`config.mk`:
```
export PLATFORM = sky130hd
export DESIGN_NAME = csr_seed_es
export DESIGN_NICKNAME = d
export VERILOG_FILES = /design/src/rtl/zkr_pkg.sv /design/src/rtl/seed_health.sv /design/src/rtl/csr_seed_es.sv
export SDC_FILE = /design/constraint.sdc
export NUM_CORES = 1
export LEC_CHECK = 0
export ABC_AREA = 1
export BUFFER_PORTS_ARGS = -buffer_cell sky130_fd_sc_hd__buf_2
export CAP_MARGIN = 5
export CORE_AREA = 2 2 120 122
export CTS_BUF_LIST = sky130_fd_sc_hd__clkbuf_16
export DETAILED_ROUTE_END_ITERATION = 6
export DIE_AREA = 0 0 122 124
export GPL_ROUTABILITY_DRIVEN = 0
export MAX_ROUTING_LAYER = met4
export PLACE_DENSITY = 0.77
export SLEW_MARGIN = 20
export SYNTH_ARGS = -nofsm -noshare
export SYNTH_HDL_FRONTEND = slang
export SYNTH_HIERARCHICAL = 1
export SYNTH_SLANG_ARGS = --single-unit
```
`constraint.sdc`:
```
create_clock -name clk -period 3.23 [get_ports clk]
set_input_delay 0.646 -clock clk [delete_from_list [all_inputs] [get_ports clk]]
set_output_delay 0.646 -clock clk [all_outputs]
set_load 0.02 [all_outputs]
```
`src/rtl/zkr_pkg.sv`:
```
// Shared definitions for the Zkr entropy-source seed CSR: OPST encoding, CSR address,
// mseccfg bit positions and the core-configuration record the seed CSR reads.
package zkr_pkg;

   typedef enum logic [1:0] {
      OpstBist = 2'b00,
      OpstWait = 2'b01,
      OpstEs16 = 2'b10,
      OpstDead = 2'b11
   } opst_t;

   localparam logic [11:0] SEED_CSR_ADR = 12'h015;
   localparam int unsigned USEED_BIT    = 8;
   localparam int unsigned SSEED_BIT    = 9;

   // Subset of the core configuration consumed by the seed CSR.
   typedef struct packed {
      int unsigned XLEN;
      logic [1:0]  M_MODE;
      logic [1:0]  S_MODE;
      logic [1:0]  U_MODE;
      logic        S_SUPPORTED;
      logic        U_SUPPORTED;
   } cvw_t;

   localparam cvw_t ZKR_DEFAULT_CFG = '{
      XLEN:        64,
      M_MODE:      2'b11,
      S_MODE:      2'b01,
      U_MODE:      2'b00,
      S_SUPPORTED: 1'b1,
      U_SUPPORTED: 1'b1
   };

endpackage

```
`src/rtl/seed_health.sv`:
```
// Health tests on completed 16-bit entropy words: repetition count (consecutive identical
// words) and adaptive proportion (low-byte matches against the first word of each window).
// fail pulses in the same cycle as the offending word's valid.
module seed_health #(
   parameter int unsigned RCT_CUTOFF = 4,
   parameter int unsigned APT_WINDOW = 64,
   parameter int unsigned APT_CUTOFF = 40
) (
   input  logic        clk,
   input  logic        reset_n,
   input  logic [15:0] word,
   input  logic        valid,
   output logic        fail
);

   localparam int unsigned RctW = $clog2(RCT_CUTOFF + 1);
   localparam int unsigned AptW = $clog2(APT_WINDOW) + 1;

   logic [15:0]     last_q;
   logic            have_last_q;
   logic [RctW-1:0] rct_cnt_q, rct_cnt_d;
   logic [7:0]      apt_ref_q;
   logic [AptW-1:0] apt_idx_q, apt_idx_d;
   logic [AptW-1:0] apt_cnt_q, apt_cnt_d;
   logic            rct_fail, apt_fail;

   // Next counter values and the fail decision for the word presented this cycle
   always_comb begin
      rct_cnt_d = rct_cnt_q;
      apt_idx_d = apt_idx_q;
      apt_cnt_d = apt_cnt_q;
      rct_fail  = 1'b0;
      apt_fail  = 1'b0;
      if (valid) begin
         if (have_last_q && (word == last_q)) begin
            if (rct_cnt_q != RctW'(RCT_CUTOFF)) rct_cnt_d = rct_cnt_q + 1'b1;
         end else begin
            rct_cnt_d = RctW'(1);
         end
         rct_fail = (rct_cnt_d >= RctW'(RCT_CUTOFF));

         // Index 0 means this word opens a new window and becomes the reference.
         if (apt_idx_q == '0) begin
            apt_cnt_d = '0;
            apt_idx_d = AptW'(1);
         end else begin
            if (word[7:0] == apt_ref_q) apt_cnt_d = apt_cnt_q + 1'b1;
            apt_fail  = (apt_cnt_d > AptW'(APT_CUTOFF));
            apt_idx_d = (apt_idx_q == AptW'(APT_WINDOW - 1)) ? '0 : apt_idx_q + 1'b1;
         end
      end
      fail = rct_fail | apt_fail;
   end

   // Health-test state registers
   always_ff @(posedge clk or negedge reset_n) begin
      if (!reset_n) begin
         last_q      <= '0;
         have_last_q <= 1'b0;
         rct_cnt_q   <= '0;
         apt_ref_q   <= '0;
         apt_idx_q   <= '0;
         apt_cnt_q   <= '0;
      end else begin
         rct_cnt_q <= rct_cnt_d;
         apt_idx_q <= apt_idx_d;
         apt_cnt_q <= apt_cnt_d;
         if (valid) begin
            last_q      <= word;
            have_last_q <= 1'b1;
            if (apt_idx_q == '0) apt_ref_q <= word[7:0];
         end
      end
   end

endmodule

```
`src/rtl/csr_seed_es.sv`:
```
// Zkr seed CSR (0x015) backed by an entropy source: noise assembler, health tests, word
// FIFO, OPST state machine and privilege-checked access decode.
// Build option: define SEED_SIM_LFSR_EN to replace NoiseBits/NoiseValid with an internal
// 32-bit Galois LFSR (simulation/FPGA only).
module csr_seed_es
   import zkr_pkg::*;
#(
   parameter cvw_t        P          = ZKR_DEFAULT_CFG,
   parameter int unsigned NUM_CH     = 4,
   parameter int unsigned FIFO_DEPTH = 4,
   parameter int unsigned BIST_WORDS = 16,
   parameter int unsigned RCT_CUTOFF = 4,
   parameter int unsigned APT_WINDOW = 64,
   parameter int unsigned APT_CUTOFF = 40
) (
   input  logic              clk,
   input  logic              reset_n,
   input  logic [1:0]        PrivilegeModeW,
   input  logic [63:0]       MSECCFG_REGW,
   input  logic [11:0]       CSRAdrM,
   input  logic              CSRWriteM,
   input  logic              SeedCommitM,
   input  logic              NoiseValid,
   input  logic [NUM_CH-1:0] NoiseBits,
   output logic [P.XLEN-1:0] SeedReadValM,
   output logic              IllegalSeedAccessM,
   output logic              SeedDead
);

   localparam int unsigned XLEN  = P.XLEN;
   localparam int unsigned Beats = 16 / NUM_CH;
   localparam int unsigned BeatW = (Beats > 1) ? $clog2(Beats) : 1;
   localparam int unsigned PtrW  = $clog2(FIFO_DEPTH);
   localparam int unsigned CntW  = PtrW + 1;
   localparam int unsigned BistW = $clog2(BIST_WORDS + 1);

   logic              noise_valid;
   logic [NUM_CH-1:0] noise_bits;

   logic [15:0]       asm_q, asm_shift;
   logic [BeatW-1:0]  beat_q;
   logic              word_done, health_fail;

   logic              push_q;
   logic [15:0]       push_word_q;

   logic [15:0]       fifo_mem [FIFO_DEPTH];
   logic [PtrW-1:0]   rd_ptr_q, wr_ptr_q;
   logic [CntW-1:0]   count_q;
   logic              fifo_full, push, pop, go_dead;

   opst_t             state_q;
   logic [BistW-1:0]  bist_cnt_q;

   logic              adr_hit, priv_ok, legal;
   logic [31:0]       seed32;
   logic              unused_msec;

   assign unused_msec = ^{MSECCFG_REGW[63:10], MSECCFG_REGW[7:0]};

`ifdef SEED_SIM_LFSR_EN
   logic [31:0] lfsr_q;
   logic        unused_noise;

   assign unused_noise = ^{NoiseBits, NoiseValid};

   // Galois LFSR stepping once per cycle, low NUM_CH bits used as the sample
   always_ff @(posedge clk or negedge reset_n) begin
      if (!reset_n) lfsr_q <= 32'hACE1_2345;
      else          lfsr_q <= lfsr_q[0] ? ((lfsr_q >> 1) ^ 32'h8020_0003) : (lfsr_q >> 1);
   end

   assign noise_valid = 1'b1;
   assign noise_bits  = lfsr_q[NUM_CH-1:0];
`else
   assign noise_valid = NoiseValid;
   assign noise_bits  = NoiseBits;
`endif

   // New samples enter at the top so the first sample ends up in the low bits.
   assign asm_shift = (asm_q >> NUM_CH) | (16'(noise_bits) << (16 - NUM_CH));
   assign word_done = noise_valid && (beat_q == BeatW'(Beats - 1));

   // Word assembler
   always_ff @(posedge clk or negedge reset_n) begin
      if (!reset_n) begin
         asm_q  <= '0;
         beat_q <= '0;
      end else if (noise_valid) begin
         asm_q  <= asm_shift;
         beat_q <= word_done ? '0 : beat_q + 1'b1;
      end
   end

   seed_health #(
      .RCT_CUTOFF (RCT_CUTOFF),
      .APT_WINDOW (APT_WINDOW),
      .APT_CUTOFF (APT_CUTOFF)
   ) u_health (
      .clk     (clk),
      .reset_n (reset_n),
      .word    (asm_shift),
      .valid   (word_done),
      .fail    (health_fail)
   );

   // Stage a passing word for the FIFO one cycle after it completes
   always_ff @(posedge clk or negedge reset_n) begin
      if (!reset_n) begin
         push_q      <= 1'b0;
         push_word_q <= '0;
      end else begin
         push_q <= word_done && !health_fail &&
                   ((state_q == OpstWait) || (state_q == OpstEs16));
         if (word_done) push_word_q <= asm_shift;
      end
   end

   // Access decode; S/U only reach the seed when the mode exists and mseccfg allows it.
   assign adr_hit = (CSRAdrM == SEED_CSR_ADR);
   assign priv_ok = (PrivilegeModeW == P.M_MODE) ||
                    (P.S_SUPPORTED && (PrivilegeModeW == P.S_MODE) && MSECCFG_REGW[SSEED_BIT]) ||
                    (P.U_SUPPORTED && (PrivilegeModeW == P.U_MODE) && MSECCFG_REGW[USEED_BIT]);
   assign legal   = adr_hit && CSRWriteM && priv_ok;
   assign IllegalSeedAccessM = adr_hit && !legal;

   assign fifo_full = (count_q == CntW'(FIFO_DEPTH));
   assign pop       = SeedCommitM && legal && (state_q == OpstEs16);
   assign push      = push_q && (state_q != OpstDead) && (!fifo_full || pop);
   assign go_dead   = health_fail && (state_q != OpstDead);

   assign seed32       = {state_q, 14'b0, (state_q == OpstEs16) ? fifo_mem[rd_ptr_q] : 16'b0};
   assign SeedReadValM = legal ? XLEN'(seed32) : '0;

   // FIFO storage
   always_ff @(posedge clk) begin
      if (push && !go_dead) fifo_mem[wr_ptr_q] <= push_word_q;
   end

   // FIFO pointers and occupancy; entering DEAD flushes everything
   always_ff @(posedge clk or negedge reset_n) begin
      if (!reset_n) begin
         rd_ptr_q <= '0;
         wr_ptr_q <= '0;
         count_q  <= '0;
      end else if (go_dead) begin
         rd_ptr_q <= '0;
         wr_ptr_q <= '0;
         count_q  <= '0;
      end else begin
         if (push) wr_ptr_q <= wr_ptr_q + 1'b1;
         if (pop)  rd_ptr_q <= rd_ptr_q + 1'b1;
         if (push && !pop)      count_q <= count_q + 1'b1;
         else if (pop && !push) count_q <= count_q - 1'b1;
      end
   end

   // OPST state machine with BIST word counter and sticky dead alarm
   always_ff @(posedge clk or negedge reset_n) begin
      if (!reset_n) begin
         state_q    <= OpstBist;
         bist_cnt_q <= '0;
         SeedDead   <= 1'b0;
      end else begin
         unique case (state_q)
            OpstBist: begin
               if (word_done) begin
                  if (health_fail) begin
                     state_q  <= OpstDead;
                     SeedDead <= 1'b1;
                  end else if (bist_cnt_q == BistW'(BIST_WORDS - 1)) begin
                     state_q <= OpstWait;
                  end else begin
                     bist_cnt_q <= bist_cnt_q + 1'b1;
                  end
               end
            end
            OpstWait: begin
               if (health_fail) begin
                  state_q  <= OpstDead;
                  SeedDead <= 1'b1;
               end else if (push) begin
                  state_q <= OpstEs16;
               end
            end
            OpstEs16: begin
               if (health_fail) begin
                  state_q  <= OpstDead;
                  SeedDead <= 1'b1;
               end else if (pop && (count_q == CntW'(1)) && !push) begin
                  state_q <= OpstWait;
               end
            end
            OpstDead: begin
               state_q <= OpstDead;
            end
         endcase
      end
   end

endmodule
```
# Word level (Yosys, flattened, before mapping)
# Memory sizes are Yosys's and may differ from the RTL's.
# Cells that the tools add are included.
dict set report totals {
  regBits 76
  out_inout_bits 66
  n_memories 1
  inputBits 87
  wordCells 126
  ramBits 64
}
dict set report classes {
  n_reduce_logical 41
  magnitude_cmp 2
  n_addsub 9
  muxes 35
  n_eq_ne 19
  bitwise 4
}
# memory words width rd rd_ports_with_merged_regs wr line_no
set mem_list {}
lappend mem_list {fifo_mem 4 16 1 0 1 csr_seed_es.sv:47} ;# logic [15:0] fifo_mem [FIFO_DEPTH];
# cell n
set op_table {}
lappend op_table {{7-bit 2-to-1 mux} 6}
lappend op_table {{32-bit 2-to-1 mux} 1}
lappend op_table {{2-bit 2-to-1 mux} 12}
lappend op_table {{1-bit logical AND} 19}
lappend op_table {{3-bit 2-to-1 mux} 6}
lappend op_table {{16-bit == test} 1}
lappend op_table {{16-bit 2-to-1 mux} 1}
lappend op_table {{12-bit by 16-bit OR with 16-bit output} 1}
lappend op_table {{7-bit by 1-bit adder with 7-bit output (second input constant)} 2}
lappend op_table {{12-bit by 5-bit == test with 1-bit output (second input constant)} 1}
lappend op_table {{3-bit != test (second input constant)} 3}
lappend op_table {{2-bit == test (second input constant)} 4}
lappend op_table {{8-bit == test} 1}
lappend op_table {{2-bit case mux with 4 select lines} 1}
lappend op_table {{4-bit AND reduction} 2}
lappend op_table {{7-bit by 6-bit == test with 1-bit output (second input constant)} 1}
lappend op_table {{7-bit by 6-bit greater-than comparator with 1-bit output (second input constant)} 1}
lappend op_table {{7-bit logical NOT} 1}
lappend op_table {{1-bit 2-to-1 mux} 7}
lappend op_table {{2-bit by 1-bit adder with 2-bit output (second input constant)} 3}
lappend op_table {{3-bit by 1-bit adder with 3-bit output (second input constant)} 2}
lappend op_table {{1-bit logical NOT} 6}
lappend op_table {{2-bit nonzero test} 3}
lappend op_table {{5-bit by 1-bit adder with 5-bit output (second input constant)} 1}
lappend op_table {{16 further kinds} 24}

# Depth between registers and ports, before layout
# Gate-level depths: netlist of run 1.
dict set report depth {
  ltp_word 14
  depth_mapped 22
  mapped_depth_nobuf 21
}

# Cells and area by module
# The synthesis of run 1 kept the hierarchy.
# mod n_inst cells_each area_per_inst_um2 seq_area_each_um2
set by_module_without_submodules {}
lappend by_module_without_submodules {csr_seed_es 1 526 5158.7 3072.9}
lappend by_module_without_submodules {seed_health 1 318 2427.3 1051.0}

# Worst setup path after synthesis of run 1
# Ideal clock, no wire load.
dict set report synth_path {
  path_type {register -> register}
  start {register asm_q[11]}
  end {memory fifo_mem[0][0], enable pin}
  setup_time_ns 0.389
  period_less_slack_ns 2.790
  required_ns 2.841
  arrival_ns 2.402
  path_buffers 1
  path_slack_ns 0.440
  path_stages_with_launch 15
  cell_sequence {dfrtp_1 xnor2_1 nand2_2 nor2_4 nand3_1 nand2_2 nand2_1 nor2_1 nand2_1 nand3_1 nand2_1 buf_2 nor2_2 inv_2 nor2_1}
}
dict set report synth_between {
  elab_chain_cells 14
  word_cells_on_any_way 20
  cone_classes {order compare (2); eq/ne (2); mux (10); bitwise (2); reduce/logical (4)}
}
# item line_no
set synth_lines {}
lappend synth_lines {{from (decl)} csr_seed_es.sv:40} ;# logic [15:0] asm_q, asm_shift;
lappend synth_lines {{from (signal assigned)} csr_seed_es.sv:90} ;# asm_q <= asm_shift;
lappend synth_lines {{12-bit by 16-bit OR with 16-bit output (*)} csr_seed_es.sv:81} ;# assign asm_shift = (asm_q >> NUM_CH) | (16'(noise_bits) << (16 - NUM_CH));
lappend synth_lines {{8-bit == test} seed_health.sv:47} ;# if (word[7:0] == apt_ref_q) apt_cnt_d = apt_cnt_q + 1'b1;
lappend synth_lines {{7-bit 2-to-1 mux} seed_health.sv:47}
lappend synth_lines {{7-bit 2-to-1 mux} seed_health.sv:43} ;# if (apt_idx_q == '0) begin
lappend synth_lines {{7-bit 2-to-1 mux} seed_health.sv:34} ;# if (valid) begin
lappend synth_lines {{7-bit by 6-bit greater-than comparator with 1-bit output} seed_health.sv:48} ;# apt_fail = (apt_cnt_d > AptW'(APT_CUTOFF));
lappend synth_lines {{1-bit 2-to-1 mux} seed_health.sv:43}
lappend synth_lines {{1-bit 2-to-1 mux} seed_health.sv:34}
lappend synth_lines {{1-bit OR (*)} seed_health.sv:52} ;# fail = rct_fail | apt_fail;
lappend synth_lines {{via health_fail} csr_seed_es.sv:42} ;# logic word_done, health_fail;
lappend synth_lines {{1-bit logical AND (*)} csr_seed_es.sv:130} ;# assign go_dead = health_fail && (state_q != OpstDead);
lappend synth_lines {{1-bit logical NOT (*)} csr_seed_es.sv:137} ;# if (push && !go_dead) fifo_mem[wr_ptr_q] <= push_word_q;
lappend synth_lines {{1-bit logical AND (*)} csr_seed_es.sv:137}
lappend synth_lines {{1-bit 2-to-1 mux (*)} csr_seed_es.sv:137}
lappend synth_lines {{1-bit 2-to-1 mux (implied by the code) (*)} csr_seed_es.sv:137}
lappend synth_lines {{to (decl)} csr_seed_es.sv:47}
# The timed path passes the listed nets; every way through them passes the cells marked *. The select of a mux whose other input is x is not followed.

# Worst setup path in the final report of run 1
dict set report layout_path {
  start {register asm_q[9]}
  end {memory fifo_mem[3][5], enable pin}
}
# The elaborated chain is that of the path after synthesis.

==> impl_metrics.csv, run 1 <==
group,metric,value,unit
pwr,p_leak,0.003991,µW
worst_setup_path,startpoint_type,"flip-flop",
logic_synthesis,synth_edf_count,64,
cts,postCtsResizedCells,0,
pwr,pwr-share-seq,0.458,
logic_synthesis,yosys_register_bits,152,
worst_setup_path,slowest_delay,0.45,ns
pwr,power,6317,µW
final_layout,fillers,1138,
final_layout,layout_commonest_cell,"nand2_1",
logic_synthesis,syn_area,7586,µm²
cts,cts_tree,"yes",
logic_synthesis,synth_warnings,6,
drt,drcViolationCount,0,
worst_setup_path,critPathKind,"reg -> reg",
floorplanning,ios,153,
timing,max_freq,348.2,MHz
final_layout,fin_cells,1090,
timing,rsz0062_at_grt,"no",
flow_run,max_cap_viol_count,0,
final_layout,finalInstanceArea,8404,µm²
timing,tightest_slew,0.6920,ns
floorplanning,fp.coreArea,13720,µm²
logic_synthesis,yosys.area.top_type_share,0.2903,
logic_synthesis,synth_cell_types,36,
logic_synthesis,synth_area_leaders,"dfrtp_1 29%, edfxtp_1 25%, nand2_1 8.5%, o21ai_0 5.7%, nor2_1 5.2%",
pwr,switching_power,2129,µW
drt,routed_wl,13790,µm
final_layout,area_growth_syn_to_layout,10.79,%
drt,ant_nets,0,
placed_design,dp_cells,1058,
cts,cts_made_buffers,17,
logic_synthesis,synth-main-ff-cell,"dfrtp_1",
run_status,status,"complete, no violations",
global_routing,grt_first_pass_wirelength,22510,µm
logic_synthesis,seq_area_frac_synth,0.5436,
final_layout,n_antenna_cell,0,
logic_synthesis,syn_avg_cell_area,8.988,µm²
drt,wl_per_cell,12.65,µm
pwr,p_comb_frac,0.255,
pwr,p_int,4188,µW
drt,vias,5271,
logic_synthesis,synth_top_cell_by_area,"dfrtp_1",
final_layout,final_cell_mix,"172 x nand2_1, 105 x nor2_1, 99 x inv_1, 88 x dfrtp_1, 86 x o21ai_0",
min_path,hp-class,"in -> async",
worst_setup_path,critPathMaxFanout,16,
timing,hold_slack,0.2769,ns
timing,fin_crit_sh,0.8892,
worst_setup_path,critPathMostFrequentCell,"nand2_1",
timing,min_period,2.872,ns
cts,post_cts_buffers,0,
cts,clk_latency,0.42,ns
final_layout,post_route_cells_drive_above_1_share,0.1253,
drt,first_pass_iters,5,
floorplanning,start_util,0.5529,
final_layout,layout.nets,1004,
cts,hold_buffers,0,
cts,cts.clk_slew.worst_paths,0.06,ns
logic_synthesis,synthArstFlopShare,0.5789,
worst_setup_path,required,3.33,ns
drt,drt_iter0_drc,418,
cts,cts_sinks,152,
placed_design,place_hpwl,9123,µm
global_routing,grt-ovfl-total,0,
logic_synthesis,synth_cells,844,
drt,via_per_inst,4.836,
worst_setup_path,crit_family,"simple AND/OR/NAND/NOR gates",
timing,hold_viol,0,
pwr,swShare,0.3370,
timing,drv_slew,0,
global_routing,first_global_vias,4859,
global_routing,grt_max_degree,56,
pwr,clockPowerShare,0.286,
placed_design,placed_area,7864,µm²
timing,slew_headroom,0.5387,
timing,setup_viol,0,
floorplanning,die_h,124,µm
placed_design,port_buffers,44,
global_routing,grt_antenna_before_repair,0,
timing,fin_tns_setup,0,ns
global_routing,grt_usage,0.1985,
cts,ctsLongestPathBuffers,2,
floorplanning,rows,43,
worst_setup_path,path_cells,"inv_1 > nand2_1 > nand2_1 > nand2_2 > nor2_2 > nand3_1 > nand2_2 > nand2_1 > nor2_1 > nand2_1 > nand3_1 > nand2_1 > nor2_2 > inv_2 > nor2_1 > buf_4",
worst_setup_path,worstPathArrival,2.97,ns
pwr,power_density,751.6,nW/µm²
cts,clockRootBuffer,"clkbuf_16",
timing,finClkSkew,0.009492,ns
cts,htree_levels,4,
floorplanning,die_x,122,µm
pwr,ir_worst_vdd,0.0005224,V
worst_setup_path,cp_slowest_cell,"dfrtp_1",
worst_setup_path,endpoint_kind,"flip-flop",
floorplanning,die_area,15130,µm²
worst_setup_path,cp.buffers_inverters,3,
==> power groups by stage <==
| stage | Sequential [µW] | Clock (µW) | Combinational [µW] |
|---|---|---|---|
| after CTS | 2890 | 1840 | 1620 |
| after floorplan | 2830 | 0 | 1310 |
| final | 2900 | 1810 | 1610 |
| after global placement | 2900 | 0 | 1540 |
| after global routing | 2960 | 1930 | 1870 |
| after detailed placement | 2920 | 0 | 1600 |
==> per-stage QoR <==
step                worst slack, ns  utilization
floorplan                    0.4395            -
global placement             0.4543       0.5732
detailed placement           0.4165       0.5732
CTS                          0.3538       0.6126
global route                0.05895       0.6126
finish                       0.3580       0.6126
==> synth_stat cells (11+ instances only) <==
cell type / count
a21oi_1: 25
buf_4: 48
clkbuf_1: 14
dfrtp_1: 88
edfxtp_1: 64
ha_1: 20
inv_1: 94
nand2_1: 172
nand3_1: 28
nor2_1: 105
nor3_1: 12
o21ai_0: 86
xnor2_1: 11
xor2_1: 13
==> cell families after synthesis <==
group,after synthesis,synth area share
simple gates,352,0.1979
other cells,1,0.0004943
compound gates,121,0.08131
buf+inv,169,0.1085
fa+ha+maj,20,0.03299
xor+xnor,24,0.02771
flops,152,0.5436
mux,5,0.007422
==> per-layer routing <==
layer / up-vias / routed length, µm / GRT usage / part of all wire
met1: 2421 / 6113 / 0.2358 / 0.44
met2: 98 / 6948 / 0.3383 / 0.50
met3: 21 / 566 / 0.04625 / 0.041
met4: 0 / 159 / 0.06178 / 0.012
li1: 2731 / - / - / -
met5: - / 0 / - / 0
==> cell type report <==
cell class	count	area (µm²)	area share
Timing Repair Buffer	59	335.3	0.03990
Clock buffer	17	425.4	0.05062
Inverter	99	371.6	0.04422
Tap cell	180	225.2	0.02680
Multi-Input combinational cell	568	2808	0.3341
Clock inverter	15	115.1	0.01370
Sequential cell	152	4124	0.4907
==> registers in the layout, indices dropped and copies added (netlist names), 3 cells and up <==
| register | flops |
|---|---|
| fifo_mem | 64 |
| push_word_q | 16 |
| u_health/last_q | 16 |
| asm_q | 12 |
| u_health/apt_ref_q | 8 |
| u_health/apt_cnt_q | 7 |
| u_health/apt_idx_q | 7 |
| bist_cnt_q | 5 |
| count_q | 3 |
| u_health/rct_cnt_q | 3 |
==> final timing paths <==
kind                       startpoint  slack, ns  depth (start not counted)                 end
min in group clk             SeedDead       0.45                          1            SeedDead
max in group asynchronous     reset_n       2.23                          2          state_q[1]
min                           reset_n       0.28                          1  u_health/last_q[6]
max reg2reg                  asm_q[9]       0.36                         16      fifo_mem[3][5]
min reg2reg                  SeedDead       0.45                          1            SeedDead
max                          asm_q[9]       0.36                         16      fifo_mem[3][5]
No activity file was read; power rests on OpenSTA's default activity.
==> run 2: changes to the inputs <==
CORE_AREA = 2 2 127 129   (was 2 2 120 122)
DIE_AREA = 0 0 129 131   (was 0 0 122 124)
PLACE_DENSITY = 0.8   (was 0.77)
clock period = 2.61 ns   (was 3.23 ns; I/O delays follow)
==> run 2 against run 1 <==
Non-clock buffer count grew 16. Register-to-register slack worse by 0.19 ns. Sequential cell count did not move. Hold slack got worse by 0.15 ns. Global-route usage fell by 1.8 points. Cell area is 3.8% higher. Critical path type unchanged. Critical endpoint is now fifo_mem[2][11].
==> impl_metrics.csv, run 2 (synthesis gave the netlist of run 1 again) <==
group,metric,value,unit
drt,drt_iter0_drc,244,
timing,min_period,2.444,ns
timing,fin_crit_sh,0.9364,
floorplanning,start_util,0.4864,
worst_setup_path,critPathKind,"reg -> reg",
worst_setup_path,rr_endpoint,"fifo_mem[2][11]",
final_layout,largest_registers,"fifo_mem (64), push_word_q (16), u_health/last_q (16)",
final_layout,fillers,1300,
drt,first_pass_iters,5,
cts,cts.clk_slew.worst_paths,0.06,ns
cts,cts_sinks,152,
drt,ant_nets,0,
floorplanning,die_h,131,µm
final_layout,area_growth_syn_to_layout,15.01,%
drt,via_per_inst,4.826,
global_routing,grt_first_pass_wirelength,22980,µm
placed_design,port_buffers,44,
drt,vias,5511,
drt,drcViolationCount,0,
worst_setup_path,endpoint_kind,"flip-flop",
timing,finClkSkew,0.005803,ns
cts,cts_made_buffers,17,
final_layout,final_cell_mix,"169 x nand2_1, 100 x nor2_1, 95 x inv_1, 85 x dfrtp_1, 85 x o21ai_0",
global_routing,grt_usage,0.1803,
timing,hold_viol,0,
global_routing,use_met3,0.04438,
cts,cts_tree,"yes",
timing,max_freq,409.2,MHz
drt,routed_wl,13970,µm
floorplanning,die_x,129,µm
worst_setup_path,reg2regPathDepth,15,
timing,fin_ws,0.1661,ns
cts,hold_buffers,0,
cts,clk_latency,0.42,ns
pwr,ir_worst_vdd,0.0005452,V
pwr,power,8039,µW
worst_setup_path,timing.rr.start,"u_health/apt_cnt_q[0]",
floorplanning,die_area,16900,µm²
timing,setup_viol,0,
cts,ctsLongestPathBuffers,2,
placed_design,place_hpwl,9552,µm
placed_design,dp_cells,1109,
global_routing,busiest_layer,"met2",
final_layout,n_antenna_cell,0,
final_layout,post_route_cells_drive_above_1_share,0.1609,
final_layout,largest_reg_flops,64,
pwr,power_density,921.5,nW/µm²
global_routing,met1_usage,0.2033,
timing,drv_slew,0,
global_routing,grt-ovfl-total,0,
worst_setup_path,required,2.74,ns
global_routing,use_met2,0.3106,
final_layout,top_register,"fifo_mem",
final_layout,final_util,0.5594,
worst_setup_path,critPathMaxFanout,8,
final_layout,regArea,4128,µm²
global_routing,grt_max_degree,89,
final_layout,multi_input_area,2878,µm²
placed_design,place_ws,0.01462,ns
cts,htree_levels,4,
worst_setup_path,r2r_slack,0.17,ns
floorplanning,ios,153,
pwr,p_leak,0.004099,µW
drt,wl_per_cell,12.23,µm
final_layout,layout.nets,1020,
flow_run,max_cap_viol_count,0,
global_routing,grt_antenna_before_repair,0,
timing,fin_tns_setup,0,ns
final_layout,fin_cells,1142,
worst_setup_path,startpoint_type,"flip-flop",
floorplanning,rows,46,
timing,rsz0062_at_grt,"yes",
min_path,hp-class,"in -> async",
run_status,status,"complete, no violations",
floorplanning,fp.coreArea,15600,µm²
cts,clockRootBuffer,"clkbuf_16",
worst_setup_path,worstPathArrival,2.58,ns
global_routing,first_global_vias,5033,
final_layout,layout_commonest_cell,"nand2_1",
run 2: changes by cell type in the layout (fill, tap and decap cells not counted), sizes merged:
cell | before | now
buf | 59 | 75
clkinv | 2 | 4
inv | 107 | 105
bufinv | 1 | 2
clkinvlp | 4 | 3
run 2: what timing repair did:
action,in CTS,in global routing
buffers inserted,0,1
endpoints found under the hold margin,0,0
resized for setup,1,29
endpoints found under the setup margin,65,82
pin swaps,0,3
run 2: layout make-up:
cell class,count,share of cell area
Sequential cell,152,0.4731
Inverter,99,0.04302
Clock inverter,15,0.01721
Clock buffer,17,0.04876
Timing Repair Buffer,75,0.05708
Multi-Input combinational cell,568,0.3298
Tap cell,216,0.03098
run 2: through the flow:
stage                     cell area, µm²  hold WS, ns
after floorplan                     7755       0.2264
after global placement              8034       0.4381
after detailed placement            8034       0.4477
after CTS                           8612       0.1429
after global routing                8725       0.1386
final                               8725       0.1292
run 2: worst max path at each step:
| stage | to | cells past startpoint | startpoint | slack, ns |
|---|---|---|---|---|
| 2_1_floorplan | fifo_mem[0][0] | 14 | asm_q[11] | -0.18 |
| 3_3_place_gp | fifo_mem[1][10] | 16 | asm_q[9] | 0.06 |
| 3_5_place_dp | fifo_mem[1][10] | 14 | asm_q[10] | 0.01 |
| 4_1_cts | fifo_mem[0][1] | 14 | asm_q[11] | 0.02 |
| 5_1_grt | fifo_mem[1][11] | 14 | asm_q[4] | -0.01 |
| 6_report | fifo_mem[2][11] | 15 | u_health/apt_cnt_q[0] | 0.17 |
run 2: per-layer routing:
| metal | part of all wire | wire (µm) |
|---|---|---|
| met5 | 0 | 0 |
| met4 | 0.021 | 289 |
| met3 | 0.039 | 538 |
| met2 | 0.52 | 7258 |
| met1 | 0.42 | 5883 |
run 2: worst max-delay path, cell delays in order, from the launching register on:
cell and delay (ns):
dfrtp_1 0.39, ha_2 0.21, nand2_1 0.09, nor2_1 0.12
xor2_1 0.15, nand3_1 0.10, nand2_1 0.12, inv_2 0.04
nor2_1 0.10, nand2_1 0.06, nand3_1 0.11, nand2_4 0.11
nor2_4 0.14, inv_2 0.09, nor2_2 0.14, buf_6 0.17
run 2: power breakdown:
part	switching, µW	internal (µW)	total, µW
clock	965	1410	2370
sequential	437	3150	3590
combinational	1290	788	2080
==> run 3: changes to the inputs <==
CTS_BUF_LIST = default   (was sky130_fd_sc_hd__clkbuf_16)
==> run 3 against run 2 <==
Hold slack gained 0.0099 ns. Non-clock buffer count is the same. Routed wire length grew 0.25%. Sequential power is essentially flat. Clock skew is essentially flat. Die area is the same. Via count shrank 0.33%. First-iteration DRC count grew 11%. Largest power group unchanged.
==> impl_metrics.csv, run 3 (synthesis gave the netlist of run 1 again) <==
group,metric,value,unit
floorplanning,ios,153,
drt,ant_nets,0,
placed_design,port_buffers,44,
cts,cts.clk_slew.worst_paths,0.06,ns
floorplanning,die_h,131,µm
floorplanning,die_area,16900,µm²
timing,finClkSkew,0.005815,ns
global_routing,grt_first_pass_wirelength,23050,µm
worst_setup_path,required,2.73,ns
floorplanning,rows,46,
final_layout,largest_reg_flops,64,
global_routing,grt-ovfl-total,0,
drt,wl_per_cell,12.26,µm
final_layout,layout_commonest_cell,"nand2_1",
min_path,hp-class,"in -> async",
cts,cts_made_buffers,17,
timing,max_freq,403.4,MHz
final_layout,layout.nets,1020,
global_routing,first_global_vias,5056,
placed_design,place_ws,0.01462,ns
timing,min_period,2.479,ns
pwr,p_leak,0.004105,µW
cts,ctsLongestPathBuffers,2,
drt,via_per_inst,4.810,
cts,clockRootBuffer,"clkbuf_16",
timing,rsz0062_at_grt,"yes",
final_layout,largest_registers,"fifo_mem (64), push_word_q (16), u_health/last_q (16)",
floorplanning,fp.coreArea,15600,µm²
pwr,ir_worst_vdd,0.0005414,V
final_layout,post_route_cells_drive_above_1_share,0.1609,
pwr,power_density,927.4,nW/µm²
cts,cts_tree,"yes",
final_layout,n_antenna_cell,0,
worst_setup_path,worstPathArrival,2.60,ns
global_routing,grt_max_degree,89,
placed_design,place_hpwl,9552,µm
timing,setup_viol,0,
cts,htree_levels,4,
run_status,status,"complete, no violations",
flow_run,max_cap_viol_count,0,
timing,fin_ws,0.1312,ns
final_layout,top_register,"fifo_mem",
timing,fin_tns_setup,0,ns
worst_setup_path,endpoint_kind,"flip-flop",
final_layout,final_cell_mix,"170 x nand2_1, 101 x nor2_1, 94 x inv_1, 85 x dfrtp_1, 85 x o21ai_0",
timing,drv_slew,0,
drt,routed_wl,14000,µm
floorplanning,start_util,0.4864,
cts,cts_sinks,152,
worst_setup_path,startpoint_type,"flip-flop",
drt,first_pass_iters,5,
final_layout,area_growth_syn_to_layout,15.11,%
global_routing,grt_antenna_before_repair,0,
drt,drcViolationCount,0,
worst_setup_path,critPathKind,"reg -> reg",
worst_setup_path,critPathMaxFanout,8,
drt,vias,5493,
timing,fin_crit_sh,0.9497,
timing,hold_viol,0,
floorplanning,die_x,129,µm
drt,drt_iter0_drc,272,
global_routing,grt_usage,0.1799,
pwr,power,8098,µW
cts,clk_latency,0.42,ns
-- run 3: cell count changes in the layout (fill, tap and decap cells not counted), sizes merged --
cell	before	now
clkbuf	17	20
clkinv	4	2
inv	105	104
-- run 3: critical path, cell delays in order (launching register included) --
cell and delay, ns:
dfrtp_1 0.39, ha_2 0.21, nand2_1 0.09, nor2_1 0.13, xor2_1 0.15, nand3_1 0.10, nand2_1 0.12, inv_2 0.04
nor2_1 0.10, nand2_1 0.06, nand3_1 0.12, nand2_4 0.11, nor2_4 0.14, inv_2 0.08, nor2_1 0.13, buf_4 0.21
-- run 3: worst paths after layout --
kind,start,endpoint,slack (ns),cells after the start
worst max-delay path,u_health/apt_cnt_q[0],fifo_mem[2][4],0.13,15
min in group clk,NoiseBits[3],u_health/last_q[15],0.38,3
worst min register to register,SeedDead,SeedDead,0.45,1
max in group asynchronous,reset_n,asm_q[5],2.11,2
worst max register to register,u_health/apt_cnt_q[0],fifo_mem[2][4],0.13,15
worst min-delay path,reset_n,u_health/apt_idx_q[6],0.14,2
-- run 3: report_power, final --
part | total, µW | switching [µW] | leakage [µW] | internal, µW
combinational | 2080 | 1290 | 0.00214 | 786
sequential | 3590 | 442 | 0.00168 | 3150
clock | 2430 | 961 | 0.000289 | 1470
-- run 3: cell type report --
cell class              count  area, µm²
fillers                  1301       6865
flip-flops and latches    152       4128
multi-input cells         568       2873
repair buffers             75      490.5
clock buffers              20      456.7
inverters                  99      375.4
well taps                 216      270.3
clock inverters            12      138.9
-- run 3: per-stage QoR --
stage                     utilization  std cells  instance area, µm²  hold WS (ns)
after floorplan                     -        889                7755        0.2264
after global placement         0.5151       1109                8034        0.4381
after detailed placement       0.5151       1109                8034        0.4477
after CTS                      0.5534       1141                8632        0.1468
after global routing           0.5598       1142                8732        0.1750
final                          0.5598       1142                8732        0.1390
-- run 3: repair_timing --
action / CTS / global route
gates resized for setup: 1 / 25
hold buffers: 0 / 0
pin swaps: 0 / 2
buffers inserted: 0 / 1
setup endpoints to repair: 65 / 82
-- run 3: routing by layer --
metal / global-route usage / part of all wire
met1: 0.2025 / 0.42
met2: 0.3156 / 0.52
met3: 0.04112 / 0.040
met4: 0.06522 / 0.016
met5: - / 0
